$ cat config.mk
export PLATFORM = sky130hd
export DESIGN_NAME = mem_arbiter
export DESIGN_NICKNAME = d
export VERILOG_FILES = /design/src/rtl/mem_arbiter.sv
export SDC_FILE = /design/constraint.sdc
export NUM_CORES = 1
export LEC_CHECK = 0
export BUFFER_PORTS_ARGS = -buffer_cell sky130_fd_sc_hd__clkbuf_2
export CORE_MARGIN = 5
export CORE_UTILIZATION = 25
export DETAILED_ROUTE_END_ITERATION = 8
export GPL_TIMING_DRIVEN = 0
export PLACE_DENSITY = 0.55
export SETUP_SLACK_MARGIN = 0.4
export SLEW_MARGIN = 15
export SYNTH_ARGS = -nofsm -noshare
export SYNTH_HDL_FRONTEND = slang
export SYNTH_SLANG_ARGS = --single-unit
export TNS_END_PERCENT = 5
$ cat constraint.sdc
create_clock -name clk -period 4.25 [get_ports clk]
set_input_delay 0.2125 -clock clk [delete_from_list [all_inputs] [get_ports clk]]
set_output_delay 0.2125 -clock clk [all_outputs]
set_load 0.01 [all_outputs]
$ cat src/rtl/mem_arbiter.sv
// Purpose: arbitrates an instruction-fetch port and a data port onto one shared single-port memory bus.
// Latency: request sampled at edge N, bus_req_o high in cycle N+1, x_ack_o in the cycle after bus_ack_i (min 2 cycles).
// Backpressure: requesters hold x_req_i until x_ack_o; stallreq_o stalls the pipeline meanwhile; a stuck bus aborts after TIMEOUT cycles.
//
// Ports:
//   clk, rst               clock, asynchronous active-low reset
//   if_req_i/if_addr_i     fetch read request, if_rdata_o/if_ack_o completion
//   mem_req_i/we/sel/addr/wdata   data request, mem_rdata_o/mem_ack_o completion
//   bus_req_o/we/sel/addr/wdata   shared memory request, bus_rdata_i/bus_ack_i completion
//   stallreq_o             pipeline stall request; err_o one-cycle timeout pulse
module mem_arbiter #(
   parameter int ADDR_W  = 32,
   parameter int DATA_W  = 32,
   parameter int TIMEOUT = 255
) (
   input  logic              clk,
   input  logic              rst,
   input  logic              if_req_i,
   input  logic [ADDR_W-1:0] if_addr_i,
   output logic [DATA_W-1:0] if_rdata_o,
   output logic              if_ack_o,
   input  logic              mem_req_i,
   input  logic              mem_we_i,
   input  logic [3:0]        mem_sel_i,
   input  logic [ADDR_W-1:0] mem_addr_i,
   input  logic [DATA_W-1:0] mem_wdata_i,
   output logic [DATA_W-1:0] mem_rdata_o,
   output logic              mem_ack_o,
   output logic              bus_req_o,
   output logic              bus_we_o,
   output logic [3:0]        bus_sel_o,
   output logic [ADDR_W-1:0] bus_addr_o,
   output logic [DATA_W-1:0] bus_wdata_o,
   input  logic [DATA_W-1:0] bus_rdata_i,
   input  logic              bus_ack_i,
   output logic              stallreq_o,
   output logic              err_o
);

   typedef enum logic [1:0] {IDLE, BUSY_IF, BUSY_MEM} state_t;

   // The abort fires at the edge that ends the TIMEOUT-th BUSY cycle without an ack,
   // i.e. when the counter already holds TIMEOUT-1.
   localparam logic [7:0] WAIT_LAST = 8'(TIMEOUT - 1);

   state_t            state, state_nxt;
   logic              last_mem;      // 1 = last acked grant went to MEM, 0 = IF
   logic [7:0]        wait_cnt;
   logic              grant_if, grant_mem, done, abort;
   logic              lat_we;
   logic [3:0]        lat_sel;
   logic [ADDR_W-1:0] lat_addr;
   logic [DATA_W-1:0] lat_wdata;

   always_ff @(posedge clk or negedge rst) begin
      if (!rst) state <= IDLE;
      else      state <= state_nxt;
   end

   always_comb begin
      state_nxt = state;
      grant_if  = 1'b0;
      grant_mem = 1'b0;
      done      = 1'b0;
      abort     = 1'b0;
      case (state)
         IDLE: begin
            // On a tie the requester that did not win last time gets the bus.
            if (if_req_i && (!mem_req_i || last_mem)) begin
               state_nxt = BUSY_IF;
               grant_if  = 1'b1;
            end else if (mem_req_i) begin
               state_nxt = BUSY_MEM;
               grant_mem = 1'b1;
            end
         end
         BUSY_IF, BUSY_MEM: begin
            // Ack is tested first so it wins against a coincident timeout.
            if (bus_ack_i) begin
               done      = 1'b1;
               state_nxt = IDLE;
            end else if (wait_cnt == WAIT_LAST) begin
               abort     = 1'b1;
               state_nxt = IDLE;
            end
         end
         default: state_nxt = IDLE;
      endcase
   end

   always_ff @(posedge clk or negedge rst) begin
      if (!rst) begin
         last_mem    <= 1'b0;
         wait_cnt    <= '0;
         lat_we      <= 1'b0;
         lat_sel     <= '0;
         lat_addr    <= '0;
         lat_wdata   <= '0;
         if_rdata_o  <= '0;
         if_ack_o    <= 1'b0;
         mem_rdata_o <= '0;
         mem_ack_o   <= 1'b0;
         err_o       <= 1'b0;
      end else begin
         if_ack_o  <= 1'b0;
         mem_ack_o <= 1'b0;
         err_o     <= 1'b0;
         if (grant_if) begin
            lat_we    <= 1'b0;
            lat_sel   <= 4'hF;
            lat_addr  <= if_addr_i;
            lat_wdata <= '0;
            wait_cnt  <= '0;
         end else if (grant_mem) begin
            lat_we    <= mem_we_i;
            lat_sel   <= mem_sel_i;
            lat_addr  <= mem_addr_i;
            lat_wdata <= mem_wdata_i;
            wait_cnt  <= '0;
         end else if (state != IDLE && !bus_ack_i) begin
            wait_cnt  <= wait_cnt + 8'd1;
         end
         if (done || abort) begin
            if (state == BUSY_IF) begin
               if_rdata_o <= done ? bus_rdata_i : '0;
               if_ack_o   <= 1'b1;
            end else begin
               mem_rdata_o <= done ? bus_rdata_i : '0;
               mem_ack_o   <= 1'b1;
            end
            err_o <= abort;
         end
         // Only a real completion moves the fairness pointer.
         if (done) last_mem <= (state == BUSY_MEM);
      end
   end

   // Driven from the latches only so requesters may change inputs once granted.
   assign bus_req_o   = (state != IDLE);
   assign bus_we_o    = lat_we;
   assign bus_sel_o   = lat_sel;
   assign bus_addr_o  = lat_addr;
   assign bus_wdata_o = lat_wdata;

   assign stallreq_o = (if_req_i & ~if_ack_o) | (mem_req_i & ~mem_ack_o);

endmodule
* Yosys cells after proc, flatten, opt, wreduce, memory -nomap -nowiden
Cells that the tools add are included.
W data, S select, Z words.
** Storage, ports and cells
- Bits in read-only memories :: 0
- Register bits :: 147
- Bits in latches :: 0
- Memories :: 0
- Input bits :: 138
- Output and inout port bits :: 138
- Bits in writable memories :: 0
- Word-level logic and storage cells :: 70
** Operators by class
- Bitwise gates (word level) :: 6
- Magnitude comparators :: 0
- Eq/ne operators :: 5
- Reduce and logical (&&, ||, !) cells :: 14
- Mux-type cells :: 32
- Shift operators :: 0
- $add $sub $neg :: 1
- Divide/modulo/power cells :: 0
- $mul :: 0
** Operator list (count)
- $mux W32 :: 5
- $mux W8 :: 3
- $mux W1 :: 17
- $add A8 B1 Y8 const B :: 1
- $eq A8 B8 Y1 const B :: 1
- $mux W2 :: 4
- $mux W4 :: 2
- $ne A3 B3 Y1 const B :: 2
- $reduce_and A2 Y1 :: 3
- $pmux W2 S2 :: 1
- $reduce_bool A2 Y1 :: 2
- $not A1 Y1 :: 3
- $reduce_bool A3 Y1 :: 1
- $and A1 B1 Y1 :: 2
- $eq A2 B1 Y1 const B :: 1
- $eq A2 B2 Y1 const B :: 1
- $logic_and A1 B1 Y1 :: 2
- $logic_not A1 Y1 :: 2
- $logic_not A2 Y1 :: 1
- $logic_or A1 B1 Y1 :: 2
- $reduce_or A2 Y1 :: 1
- $or A1 B1 Y1 :: 1

* Logic depth before layout (Yosys ltp)
Gate-level depths: netlist of run 1.
- Word-level depth :: 7
- Depth in mapped cells :: 7
- Depth with buffers taken out :: 6

* Worst setup path after synthesis of run 1
OpenSTA, ideal clock, no wires.
- Path kind :: register to register
- From :: register state[0]
- To :: register state[0]
- Arrival :: 1.485 ns
- Library setup time :: 0.125 ns
- Clock period less this slack :: 1.610 ns
- Buffers on the path :: 0
- Data required time :: 4.125 ns
- Cell stages (with the launch flop) :: 7
- Setup slack :: 2.640 ns
- Path through :: dfrtp_1 > inv_1 > ha_1 > nor2b_1 > o21ai_1 > o31ai_1 > mux2_2
** Between the ends
- Cells in the longest elaborated chain, start to end :: 4
- Elaborated cells on any way between the ends :: 8
- Classes of those cells :: 4 x eq/ne; 1 x mux; 3 x reduce/logical
** RTL lines
- start: declaration :: RTL line 46 : state_t state, state_nxt;
- start signal: assignment :: RTL line 57 : else state <= state_nxt;
- $eq A2 B1 Y1 / $eq A2 B2 Y1 (equally long branches) :: RTL line 66 : case (state)
- $reduce_or A2 Y1 :: RTL line 66
- $ne A3 B3 Y1 (no source line)
- $reduce_and A2 Y1 (no source line)
Several ways; a longest one is shown, not always the timed one.
A chain may end at the register's enable or synchronous reset.

* Worst setup path after layout of run 1
- From :: register state[0]
- To :: register wait_cnt[7]
** Between the ends
- Cells in the longest elaborated chain, start to end :: 4
- Elaborated cells on any way between the ends :: 8
- Classes of those cells :: 4 x mux; 4 x reduce/logical
** RTL lines
- $logic_not A2 Y1 :: RTL line 66
- $mux W1 :: RTL line 66
- $mux W8 :: RTL line 114 : end else if (grant_mem) begin
- $mux W8 :: RTL line 108 : if (grant_if) begin
- end signal: assignment :: RTL line 121 : wait_cnt <= wait_cnt + 8'd1;
- end: declaration :: RTL line 48 : logic [7:0] wait_cnt;
Several ways; a longest one is shown, not always the timed one.

==> results of run 1 <==
==> final cells by class <==
type / count / area, sq um
fillers: 2268 / 14300
clock inverters: 12 / 166
repair buffers: 293 / 1580
clock buffers: 20 / 467
multi-input cells: 282 / 1860
inverters: 8 / 30.0
plain buffers: 34 / 194
well taps: 285 / 357
flip-flops and latches: 147 / 3680
==> power groups by stage <==
stage | sequential, W | combinational [W] | clock, W
after floorplan | 0.00270 | 0.00126 | 0
after global placement | 0.00246 | 0.00274 | 0
after detailed placement | 0.00244 | 0.00276 | 0
after CTS | 0.00244 | 0.00277 | 0.00166
after global routing | 0.00252 | 0.00298 | 0.00172
final | 0.00244 | 0.00271 | 0.00161
==> cell usage after synthesis (all sizes together) <==
library cell,n
nand4,4
o22ai,1
xor2,4
o211a,1
inv,8
nor2,38
clkbuf,11
a22o,98
nand3b,1
nand2,37
o21bai,1
o21ai,37
or4,1
mux2,2
or2,1
o22a,4
dfrtp,147
a21oi,33
and3,4
buf,23
o31ai,1
nor2b,1
o211ai,1
ha,5
nand3,6
nor3b,1
==> worst max-delay path, delay by kind of cell (launching register included) <==
family,cells,cell delay [ns]
AO/OA/AOI/OAI,2,0.60
buffers and inverters,2,0.71
flip-flops,1,0.37
AND/OR/NAND/NOR,1,0.10
adder cells (fa/ha/maj),1,0.27
==> through the flow <==
step / power, W / std cells / setup WS, ns / util, % / hold slack (ns)
3_5_place_dp: 0.00521 / 1032 / 1.99 / 33.3 / 0.257
6_report: 0.00675 / 1081 / 2.13 / 36.8 / 0.0241
3_3_place_gp: 0.00520 / 1031 / 0.321 / 33.1 / 0.433
2_1_floorplan: 0.00396 / 471 / 2.64 / - / -0.0831
4_1_cts: 0.00687 / 1081 / 1.99 / 36.8 / 0.0000658
5_1_grt: 0.00722 / 1081 / 1.85 / 36.8 / 0.00235
==> cells by family (layout without fill, tap and decap cells) <==
logic type                 after synthesis  after routing  synth area share [%]
AOI/OAI and AO/OA                      177            177                  22.5
xor gates and xnor gates                 4              4                 0.608
adders and majority gates                5              5                  1.09
buffers and inverters                   42            367                  3.89
DFF                                    147            147                  63.8
muxes                                    2              2                 0.391
and+or+nand+nor                         94             94                  7.69
==> per-layer routing <==
layer / vias to the layer above / GRT usage [%] / share of wire, %
li1: 2338 / - / -
met1: 2383 / 18.3 / 44
met2: 211 / 22.6 / 46
met3: 12 / 5.25 / 9.1
met4: 0 / 3.88 / 1.0
met5: - / 0 / 0
==> flip-flops by register name, summed over array words and instances (netlist names), 2 cells and up <==
| name | flops |
|---|---|
| bus_wdata_o | 32 |
| mem_rdata_o | 32 |
| state | 2 |
| bus_addr_o | 32 |
| bus_sel_o | 4 |
| wait_cnt | 8 |
| if_rdata_o | 32 |
==> path summary, 6_finish.rpt <==
path / startpoint / to / slack, ns / cells after the start
min reg2reg: bus_addr_o[29]$_DFFE_PN0P_ / bus_addr_o[29]$_DFFE_PN0P_ / 0.49 / 2
min: mem_sel_i[3] / bus_sel_o[3]$_DFFE_PN0P_ / 0.02 / 2
max in group asynchronous: rst / mem_rdata_o[26]$_DFFE_PN0P_ / 3.12 / 3
max: state[0]$_DFFE_PN0P_ / wait_cnt[7]$_DFFE_PN0P_ / 2.13 / 6
min in group asynchronous: rst / bus_addr_o[15]$_DFFE_PN0P_ / 0.34 / 2
max reg2reg: state[0]$_DFFE_PN0P_ / wait_cnt[7]$_DFFE_PN0P_ / 2.13 / 6
==> results.md, run 1 <==
Timing:
- The final number of max-transition violations is 0.
- In this run the tightest slew margin relative to its limit is 50.2%.
- The actual slew at the worst max-slew pin is 0.747 ns.
- The final setup TNS is 0 ns.
- Setup repair after global routing left no endpoint under its margin.
- For the final database, setup skew stands at 0.0110 ns.
- Setup violations remaining at the end of the flow were counted as 0.
- The number of hold violations in the final report was 0.
- The smallest clock period supported by the final layout is computed as 2.12 ns.
- Static timing analysis puts the maximum clock frequency at 0.473 GHz.
- After layout, the worst path uses 49.8% of the clock period.

Layout:
- Cells with a size suffix above 1 make up 43.1% of the layout.
- The library cell used most frequently in the layout, excluding fill and tap cells, is clkbuf_2.
- The finished cells cover 8340 sq um.
- The net count of the finished layout is 926.
- The repair_antennas step left the layout with diodes totalling 0.
- The top cell types in the final layout, fill and taps aside, are clkbuf_2 (274), dfrtp_1 (147), a22o_1 (95).
- The area added between synthesis and finish is 44.6%.

Detailed routing:
- The iteration-0 DRC count of the detailed router is 332.
- The detailed-route vias per instance is 4.57.
- The post-detailed-route wirelength per cell is 17.2 microns.
- The wire length after detailed routing is 18.6 mm.
- For this run, the detailed router's first-pass iteration total came to 4.
- The total number of vias is 4,944.
- The post-route antenna net violation count is 0.
- The post-route DRC violation count is 0.

Min path:
- The min-delay analysis places its worst path in the category input pin to flip-flop.

GRT:
- The initial antenna violation count is 0.
- The total overflow left after global routing is 0.
- The first global-routing pass estimated 29.5 mm of wire.
- The via count of the first global-routing pass is 5,255.
- Entering global routing, the biggest net connects 78 pins.
- The global routing usage summed across all routing layers is 14.2%.

Setup path:
- The critical path endpoint category is a flip-flop.
- The worst setup path is launched from a flip-flop.
- The largest fanout of any net on the critical path is 10.
- The required time at the worst-slack endpoint is 4.60 ns.
- The critical path data arrival time is 2.47 ns.
- The critical path in this run is classified as flip-flop to flip-flop.
- The critical path goes through inv_1, ha_1, o21ai_1, clkbuf_1, o211ai_1, nand2_1.
- The largest individual stage delay along the critical path comes from the cell clkbuf_1.
- The critical path's largest stage delay is 0.64 ns.

Logic synthesis:
- Yosys attributes the largest share of cell area to dfrtp_1 (64%), a22o_1 (14%), a21oi_1 (2.9%).
- The synthesized netlist occupies a cell area of 5760 sq um.
- The total of flip-flops plus latches after synthesis is 147.
- Synthesis handed over a netlist of 471 instances.
- The share of Yosys cell area claimed by the top area cell type is 63.8%.
- A synthesized cell averages 12.2 sq um.
- After synthesis, flip-flops and latches occupy 63.8% of the total area.
- The Yosys step of the flow raised 0 warnings.
- The number of different library cells in the post-synthesis netlist is 33.
- dfrtp_1 takes more of the synthesized area than any other cell.
- When the netlist entered floorplanning its net count stood at 614.

Power:
- Of the total power, the clock network draws 23.8%.
- The internal cell power is 0.00423 W.
- The share of power burned in combinational logic is 40.1%.
- The share of power burned in registers is 36.1%.
- The analysis attributes to net switching a power of 0.00252 W.
- Dividing total power by cell area gives a power density of 810 nW/um^2.
- The peak supply drop is 264 uV.
- The leakage component of the power is 4.33 nW.
- The switching share of total power is 37.4%.

Placed design:
- The number of port buffers is 275.
- The final HPWL from detailed placement is 13.8 mm.
- At the end of routability-driven placement, the weighted congestion stood at 0.789.
- The placed cell area is 7530 sq um.

Clock network:
- The cell at the root of the clock tree is clkbuf_16.
- TritonCTS built the clock tree.
- The clock net in this run drives a total of 147 sinks.
- The number of hold buffers added after CTS was 17.
- After clock tree synthesis, the clock-pin slew on the worst setup and hold paths is 0.06 ns.
- At the later pin of the worst-skew pair, clock insertion delay measures 0.41 ns.
- Post-CTS repair changed the size of 0 cells.
- Counting the buffers created by CTS gives 17.
- The clock passes through at most 2 buffers.
- The H-tree was split into 4 levels.
- Post-CTS timing repair inserted 0 buffers for setup.

Run status:
- The flow ran to the end, and the final reports show no timing, DRC or antenna violations.

Die:
- For this configuration, the core starts out at a cell density of 25.5%.
- In this run the core area contains 55 standard-cell rows.
- The chip height is 162 microns.
- The placeable core region is 22,600 sq um.
- The horizontal extent of the die is 162 microns.
- 276 I/O pins were placed.
- The floorplan die area is 26,200 sq um.

Run:
- The max-cap violation count is 0.
(Power assumes the default switching activity.)
==> run 2, diff against run 1 <==
--- a/config.mk
+++ b/config.mk
@@ -10,7 +10,7 @@
 export CORE_UTILIZATION = 25
 export DETAILED_ROUTE_END_ITERATION = 8
 export GPL_TIMING_DRIVEN = 0
-export PLACE_DENSITY = 0.55
+export PLACE_DENSITY = 0.57
 export SETUP_SLACK_MARGIN = 0.4
 export SLEW_MARGIN = 15
 export SYNTH_ARGS = -nofsm -noshare
==> constraint.sdc (replaced) <==
create_clock -name clk -period 1.78 [get_ports clk]
set_input_delay 0.089 -clock clk [delete_from_list [all_inputs] [get_ports clk]]
set_output_delay 0.089 -clock clk [all_outputs]
set_load 0.01 [all_outputs]
==> results.md, run 2 (same netlist as run 1, synthesis figures left out) <==
Run status:
- Result of the run: finished, final reports clean (unchanged).

Setup path:
- The family with the most delay on the worst path is compound AO/OA/AOI/OAI gates (was buffers and inverters).
- The number of buffer and inverter instances along the worst setup path is 3 (was 2).
- The launch instance of the worst register-to-register path is state[0]$_DFFE_PN0P_ (unchanged).
- The internal reg-to-reg setup slack is 0.16 ns (was 2.13 ns).
- The critical path endpoint category is a flip-flop (unchanged).
- The startpoint class of the critical path is a flip-flop (unchanged).
- The length in cells of the worst reg-to-reg path is 7 (was 6).
- The largest fanout of any net on the critical path is 10 (unchanged).
- The slowest cell on the critical path is dfrtp_1 (was clkbuf_1).
- The critical path data arrival time is 1.96 ns (was 2.47 ns).
- The startpoint-to-endpoint class of the critical path is flip-flop to flip-flop (unchanged).
- The critical path's largest stage delay was 0.40 ns (was 0.64 ns).
- The required time at the worst-slack endpoint is 2.12 ns (was 4.60 ns).
- The endpoint of the most critical register-to-register path is bus_addr_o[11]$_DFFE_PN0P_ (was wait_cnt[7]$_DFFE_PN0P_).
- CP Cell Sequence: inv_2, ha_4, inv_4, a21oi_4, buf_2, a21oi_1, o21ai_1 (was inv_1, ha_1, o21ai_1, clkbuf_1, o211ai_1, nand2_1).

Timing:
- The final setup TNS came to 0 ns (unchanged).
- The final setup skew came to 0.0140 ns (was 0.0110 ns).
- The relative slew slack was 59.0% (was 50.2%).
- RSZ-0062 raised after global routing: true (was false).
- The final hold slack is 0.0489 ns (was 0.0241 ns).
- The number of hold violations in the final report is 0 (unchanged).
- The final clock period utilization by the worst path came to 91.1% (was 49.8%).
- The maximum achievable frequency was 0.617 GHz (was 0.473 GHz).
- The actual slew at the worst max-slew pin is 0.615 ns (was 0.747 ns).
- The number of setup violations in the final report came to 0 (unchanged).
- The final number of max-transition violations is 0 (unchanged).
- The post-layout minimum cycle time is 1.62 ns (was 2.12 ns).

Clock network:
- The maximum number of buffers from clock root to sink is 2 (unchanged).
- The number of levels in the clock H-tree came to 4 (unchanged).
- The cell at the root of the clock tree is clkbuf_16 (unchanged).
- The clock-pin slew of the registers on the worst-case setup and hold paths is 0.07 ns (was 0.06 ns).
- The number of sinks on the clock net is 147 (unchanged).
- The CTS buffer count is 17 (unchanged).
- The insertion delay of the later-clocked pin in the worst-skew pair was 0.42 ns (was 0.41 ns).
- The clock tree from TritonCTS is yes (unchanged).

Detailed routing:
- The total number of vias is 5,613 (was 4,944).
- The post-route DRC violation count is 0 (unchanged).
- The iteration-0 DRC count of the detailed router is 443 (was 332).
- The wire length after detailed routing is 21.3 mm (was 18.6 mm).
- The post-route antenna net violation count was 0 (unchanged).
- The first-pass iteration count of the detailed router is 5 (was 4).
- The post-detailed-route wirelength per cell is 17.5 microns (was 17.2 microns).
- The detailed-route vias per instance was 4.62 (was 4.57).

Die:
- The floorplan die area is 26,200 sq um (unchanged).
- The placement row count is 55 (unchanged).
- The horizontal extent of the die came to 162 microns (unchanged).
- The effective utilization at floorplan is 25.5% (unchanged).
- The chip height is 162 microns (unchanged).
- The count of pins on the block boundary came to 276 (unchanged).
- The placeable core region is 22,600 sq um (unchanged).

GRT:
- The maximum number of pins on one net before global-route repair is 78 (unchanged).
- The fraction of met2 tracks used by global routing is 26.8% (was 22.6%).
- The global-route layer with the greatest usage is met2 (unchanged).
- The via count of the first global-routing pass was 5,959 (was 5,255).
- The met3 global-route usage came to 4.34% (was 5.25%).
- The met1 track utilization from global routing is 19.3% (was 18.3%).
- The global-route wire length before repair is 32.8 mm (was 29.5 mm).
- The total global routing overflow is 0 (unchanged).
- The global routing usage summed across all routing layers is 15.8% (was 14.2%).
- The initial antenna violation count was 0 (unchanged).

Layout:
- The core utilization of the finished layout is 43.6% (was 36.8%).
- The net count of the finished layout is 1,059 (was 926).
- The count of filler cells inserted in the layout is 2,059 (was 2,268).
- Most frequent cells in the layout: clkbuf_2 (278), dfrtp_1 (147), dlygate4sd3_1 (134) (was clkbuf_2 (274), dfrtp_1 (147), a22o_1 (95)).
- The area added between synthesis and finish is 71.3% (was 44.6%).
- The design area was 9870 sq um (was 8340 sq um).
- The antenna cell count is 0 (unchanged).
- The fraction of final layout cells sized beyond drive strength 1 is 41.3% (was 43.1%).
- The number of cells in the finished layout apart from fillers is 1,214 (was 1,081).
- The most common cell after layout, fill and taps aside is clkbuf_2 (unchanged).

Placed design:
- The placed cell area is 7550 sq um (was 7530 sq um).
- The number of port buffers is 275 (unchanged).
- The weighted congestion at the end of routability-driven global placement is 0.776 (was 0.789).
- The total placed cells including tap cells is 1,032 (unchanged).
- The final HPWL from detailed placement is 13.9 mm (was 13.8 mm).

Min path:
- The type of the worst min-delay path is input pin to flip-flop (unchanged).
- The worst hold path stage count is 3 (was 2).
- The start point of the worst min-delay path is bus_ack_i (was mem_sel_i[3]).
- The end point of the worst hold path is err_o$_DFF_PN0_ (was bus_sel_o[3]$_DFFE_PN0P_).

Run:
- The max-cap violation count is 0 (unchanged).

Power:
- The power density over the cells was 1770 nW/um^2 (was 810 nW/um^2).
- The peak supply drop was 837 uV (was 264 uV).
- The leakage component of the power came to 4.97 nW (was 4.33 nW).
-- run 2: metal layers --
metal | part of all wire (%) | routed length [microns]
met4 | 2.5 | 540
met1 | 42 | 8910
met3 | 7.2 | 1530
met5 | 0 | 0
met2 | 48 | 10300
-- run 2: area by class of cell --
type | instances | area, sq um | area share [%]
plain buffers | 34 | 299 | 3.03
clock buffers | 20 | 447 | 4.52
clock inverters | 12 | 203 | 2.05
inverters | 8 | 32.5 | 0.329
multi-input cells | 282 | 1950 | 19.7
flip-flops and latches | 147 | 3680 | 37.3
well taps | 285 | 357 | 3.61
repair buffers | 426 | 2910 | 29.5
-- run 2: worst max-delay path by stage --
| stage | start | to | slack, ns | cells after the start |
|---|---|---|---|---|
| global placement | rst | if_rdata_o[24]$_DFFE_PN0P_ | -2.02 | 1 |
| CTS | wait_cnt[0]$_DFFE_PN0P_ | if_rdata_o[18]$_DFFE_PN0P_ | 0.13 | 7 |
| floorplan | state[1]$_DFFE_PN0P_ | state[0]$_DFFE_PN0P_ | 0.28 | 6 |
| global route | wait_cnt[0]$_DFFE_PN0P_ | if_rdata_o[14]$_DFFE_PN0P_ | 0.08 | 7 |
| finish | state[0]$_DFFE_PN0P_ | bus_addr_o[11]$_DFFE_PN0P_ | 0.16 | 7 |
| detailed placement | state[0]$_DFFE_PN0P_ | wait_cnt[7]$_DFFE_PN0P_ | -0.36 | 6 |
-- run 2: worst min-delay path, cell delays in order --
cell and delay (ns):
clkbuf_2 0.15, nor2b_2 0.06, nor3b_1 0.13
-- run 2: report_power, final --
group          leakage [nW]  internal, W  switching [W]
logic                  2.81      0.00362        0.00400
registers              1.85      0.00491       0.000906
clock network         0.315      0.00254        0.00146
total                  4.97       0.0111        0.00637
-- run 2: what timing repair did --
| item | in CTS | in global routing |
|---|---|---|
| resized for setup | 33 | 34 |
| setup endpoints to repair | 146 | 145 |
| cloned | 1 | 1 |
| hold buffers | 134 | 0 |
| pin swaps | 4 | 14 |
| endpoints found under the hold margin | 203 | 0 |
| setup buffers | 9 | 5 |
-- run 2: metrics by stage --
step                      power, W  setup WS (ns)
after global routing        0.0185         0.0768
after CTS                   0.0173          0.130
after floorplan            0.00951          0.279
final                       0.0174          0.159
after global placement      0.0125          -2.02
after detailed placement    0.0125         -0.357
==> run 3, diff against run 2 <==
--- a/config.mk
+++ b/config.mk
@@ -10,10 +10,10 @@
 export CORE_UTILIZATION = 25
 export DETAILED_ROUTE_END_ITERATION = 8
 export GPL_TIMING_DRIVEN = 0
-export PLACE_DENSITY = 0.57
+export MAX_ROUTING_LAYER = met4
+export PLACE_DENSITY = 0.5
 export SETUP_SLACK_MARGIN = 0.4
 export SLEW_MARGIN = 15
 export SYNTH_ARGS = -nofsm -noshare
 export SYNTH_HDL_FRONTEND = slang
 export SYNTH_SLANG_ARGS = --single-unit
-export TNS_END_PERCENT = 5
==> results.md, run 3 (same netlist as run 1, synthesis figures left out) <==
Timing:
- RSZ-0062 raised after global routing: true (unchanged).
- The number of hold violations in the final report came to 0 (unchanged).
- The final worst-path setup slack was 0.187 ns (was 0.159 ns).
- The post-layout minimum cycle time is 1.59 ns (was 1.62 ns).
- The actual slew at the worst max-slew pin is 0.590 ns (was 0.615 ns).
- The number of setup violations in the final report is 0 (unchanged).
- The relative slew slack is 60.7% (was 59.0%).
- The final setup skew is 0.00890 ns (was 0.0140 ns).
- The final setup TNS is 0 ns (unchanged).
- The final number of max-transition violations was 0 (unchanged).
- The maximum achievable frequency is 0.628 GHz (was 0.617 GHz).
- The final clock period utilization by the worst path is 89.5% (was 91.1%).

Die:
- The floorplan die area is 26,200 sq um (unchanged).
- The placement row count is 55 (unchanged).
- The chip height is 162 microns (unchanged).
- The placeable core region is 22,600 sq um (unchanged).
- The effective utilization at floorplan was 25.5% (unchanged).
- The count of pins on the block boundary is 276 (unchanged).
- The horizontal extent of the die came to 162 microns (unchanged).

Layout:
- The count of filler cells inserted in the layout is 2,055 (was 2,059).
- Most frequent cells in the layout: clkbuf_2 (273), dfrtp_1 (147), dlygate4sd3_1 (134) (was clkbuf_2 (278), dfrtp_1 (147), dlygate4sd3_1 (134)).
- The fraction of final layout cells sized beyond drive strength 1 came to 47.5% (was 41.3%).
- The net count of the finished layout is 1,088 (was 1,059).
- The register area came to 3680 sq um (unchanged).
- The most common cell after layout, fill and taps aside is clkbuf_2 (unchanged).
- The combined area of the multi-input logic cells is 2140 sq um (was 1950 sq um).
- The core utilization of the finished layout is 47.1% (was 43.6%).
- The area added between synthesis and finish came to 85.2% (was 71.3%).
- The design area is 10,700 sq um (was 9870 sq um).
- The number of cells in the finished layout apart from fillers was 1,244 (was 1,214).

Power:
- The peak supply drop is 730 uV (was 837 uV).
- The internal cell power is 0.0119 W (was 0.0111 W).
- The share of power burned in registers is 30.7% (was 33.3%).
- The clock network power share was 19.2% (was 23.0%).
- The share of power burned in combinational logic was 50.1% (was 43.7%).
- The leakage component of the power is 5.26 nW (was 4.97 nW).
- The power density over the cells is 1780 nW/um^2 (was 1770 nW/um^2).
- The net switching power came to 0.00702 W (was 0.00637 W).
- The switching share of total power is 37.0% (was 36.5%).

Placed design:
- The placed cell area is 7560 sq um (was 7550 sq um).
- The post-place setup slack is -0.163 ns (was -0.357 ns).
- The total placed cells including tap cells is 1,032 (unchanged).
- The number of port buffers is 275 (unchanged).
- The weighted congestion at the end of routability-driven global placement came to 0.752 (was 0.776).
- The final HPWL from detailed placement came to 14.4 mm (was 13.9 mm).

Setup path:
- The critical path's largest stage delay is 0.38 ns (was 0.40 ns).
- The startpoint-to-endpoint class of the critical path is flip-flop to flip-flop (unchanged).
- The slowest cell on the critical path is dfrtp_1 (unchanged).
- The length in cells of the worst reg-to-reg path is 7 (unchanged).
- The launch instance of the worst register-to-register path is wait_cnt[0]$_DFFE_PN0P_ (was state[0]$_DFFE_PN0P_).
- CP Cell Sequence: inv_1, ha_2, nand3_4, o21bai_4, nand3_4, buf_6, a22o_1 (was inv_2, ha_4, inv_4, a21oi_4, buf_2, a21oi_1, o21ai_1).
- The startpoint class of the critical path is a flip-flop (unchanged).
- The critical path endpoint category was a flip-flop (unchanged).
- The launching element of the worst setup path is wait_cnt[0]$_DFFE_PN0P_ (was state[0]$_DFFE_PN0P_).
- The critical path data arrival time was 1.89 ns (was 1.96 ns).
- The required time at the worst-slack endpoint is 2.08 ns (was 2.12 ns).
- The largest fanout of any net on the critical path is 10 (unchanged).
- The cell repeated most along the worst path is nand3_4.

Min path:
- The type of the worst min-delay path is input pin to flip-flop (unchanged).
- The start point of the worst min-delay path is bus_ack_i (unchanged).
- The worst hold path stage count is 3 (unchanged).

Clock network:
- The clock tree from TritonCTS was yes (unchanged).
- The cell at the root of the clock tree is clkbuf_16 (unchanged).
- The insertion delay of the later-clocked pin in the worst-skew pair is 0.42 ns (about the same).
- The maximum number of buffers from clock root to sink is 2 (unchanged).
- The number of sinks on the clock net was 147 (unchanged).
- The number of levels in the clock H-tree is 4 (unchanged).
- The clock-pin slew of the registers on the worst-case setup and hold paths is 0.07 ns (about the same).
- The CTS buffer count is 17 (unchanged).

GRT:
- The total global routing overflow is 0 (unchanged).
- The maximum number of pins on one net before global-route repair came to 80 (was 78).
- The global routing usage summed across all routing layers was 17.6% (was 15.8%).
- The initial antenna violation count came to 1 (was 0).
- The global-route wire length before repair came to 35.5 mm (was 32.8 mm).
- The via count of the first global-routing pass came to 6,440 (was 5,959).

Detailed routing:
- The first-pass iteration count of the detailed router is 4 (was 5).
- The post-route antenna net violation count is 0 (unchanged).
- The total number of vias was 5,713 (was 5,613).
- The iteration-0 DRC count of the detailed router is 353 (was 443).
- The detailed-route vias per instance is 4.59 (was 4.62).
- The post-route DRC violation count is 0 (unchanged).
- The post-detailed-route wirelength per cell is 18.1 microns (was 17.5 microns).
- The wire length after detailed routing is 22.5 mm (was 21.3 mm).

Run:
- The max-cap violation count came to 0 (unchanged).

Run status:
- Result of the run: finished, final reports clean (unchanged).
-- run 3: final cells by class --
class | instances | share of cell area (%)
well taps | 285 | 3.34
clock inverters | 14 | 1.37
multi-input cells | 282 | 20.1
flip-flops and latches | 147 | 34.5
repair buffers | 455 | 31.7
diodes | 1 | 0.0234
plain buffers | 34 | 4.58
inverters | 8 | 0.305
clock buffers | 18 | 4.11
-- run 3: final timing paths --
path / endpoint / slack, ns
max in group asynchronous: bus_wdata_o[18]$_DFFE_PN0P_ / 0.75
worst max register to register: if_rdata_o[5]$_DFFE_PN0P_ / 0.19
worst min register to register: bus_addr_o[0]$_DFFE_PN0P_ / 0.49
worst max-delay path: if_rdata_o[5]$_DFFE_PN0P_ / 0.19
worst min-delay path: err_o$_DFF_PN0_ / 0.17
min in group asynchronous: if_rdata_o[4]$_DFFE_PN0P_ / 0.22
-- run 3: critical path: cells and delay by family, from the launching register on --
family	cells	cell delay, ns
simple gates	2	0.24
fa+ha+maj	1	0.20
compound gates	2	0.40
flops	1	0.38
buf+inv	2	0.25
-- run 3: per-stage QoR --
| stage | hold slack, ns | total power, W |
|---|---|---|
| 2_1_floorplan | -0.207 | 0.00957 |
| 3_3_place_gp | 0.301 | 0.0126 |
| 3_5_place_dp | 0.131 | 0.0126 |
| 4_1_cts | 0.105 | 0.0186 |
| 5_1_grt | 0.172 | 0.0201 |
| 6_report | 0.166 | 0.0190 |
-- run 3: timing repair --
action,in CTS,in global routing
hold buffers,134,0
buffers inserted,24,8
hold endpoints to repair,201,0
resized for setup,153,34
cloned,11,2
pin swaps,41,25
endpoints found under the setup margin,146,147
-- run 3: routing by layer --
metal | share of wire (%) | wire, microns | track usage, % | vias to the layer above
li1 | - | - | - | 2667
met1 | 42 | 9470 | 21.3 | 2765
met2 | 49 | 11000 | 28.8 | 251
met3 | 7.2 | 1620 | 4.64 | 30
met4 | 1.9 | 432 | 5.73 | 0
met5 | 0 | 0 | - | -
-- run 3: power groups by stage --
stage                     registers [W]  logic [W]  clock network, W
after global placement          0.00583    0.00672                 0
after floorplan                 0.00645    0.00312                 0
after global routing            0.00600     0.0103           0.00388
final                           0.00581    0.00950           0.00364
after detailed placement        0.00581    0.00679                 0
after CTS                       0.00579    0.00910           0.00374
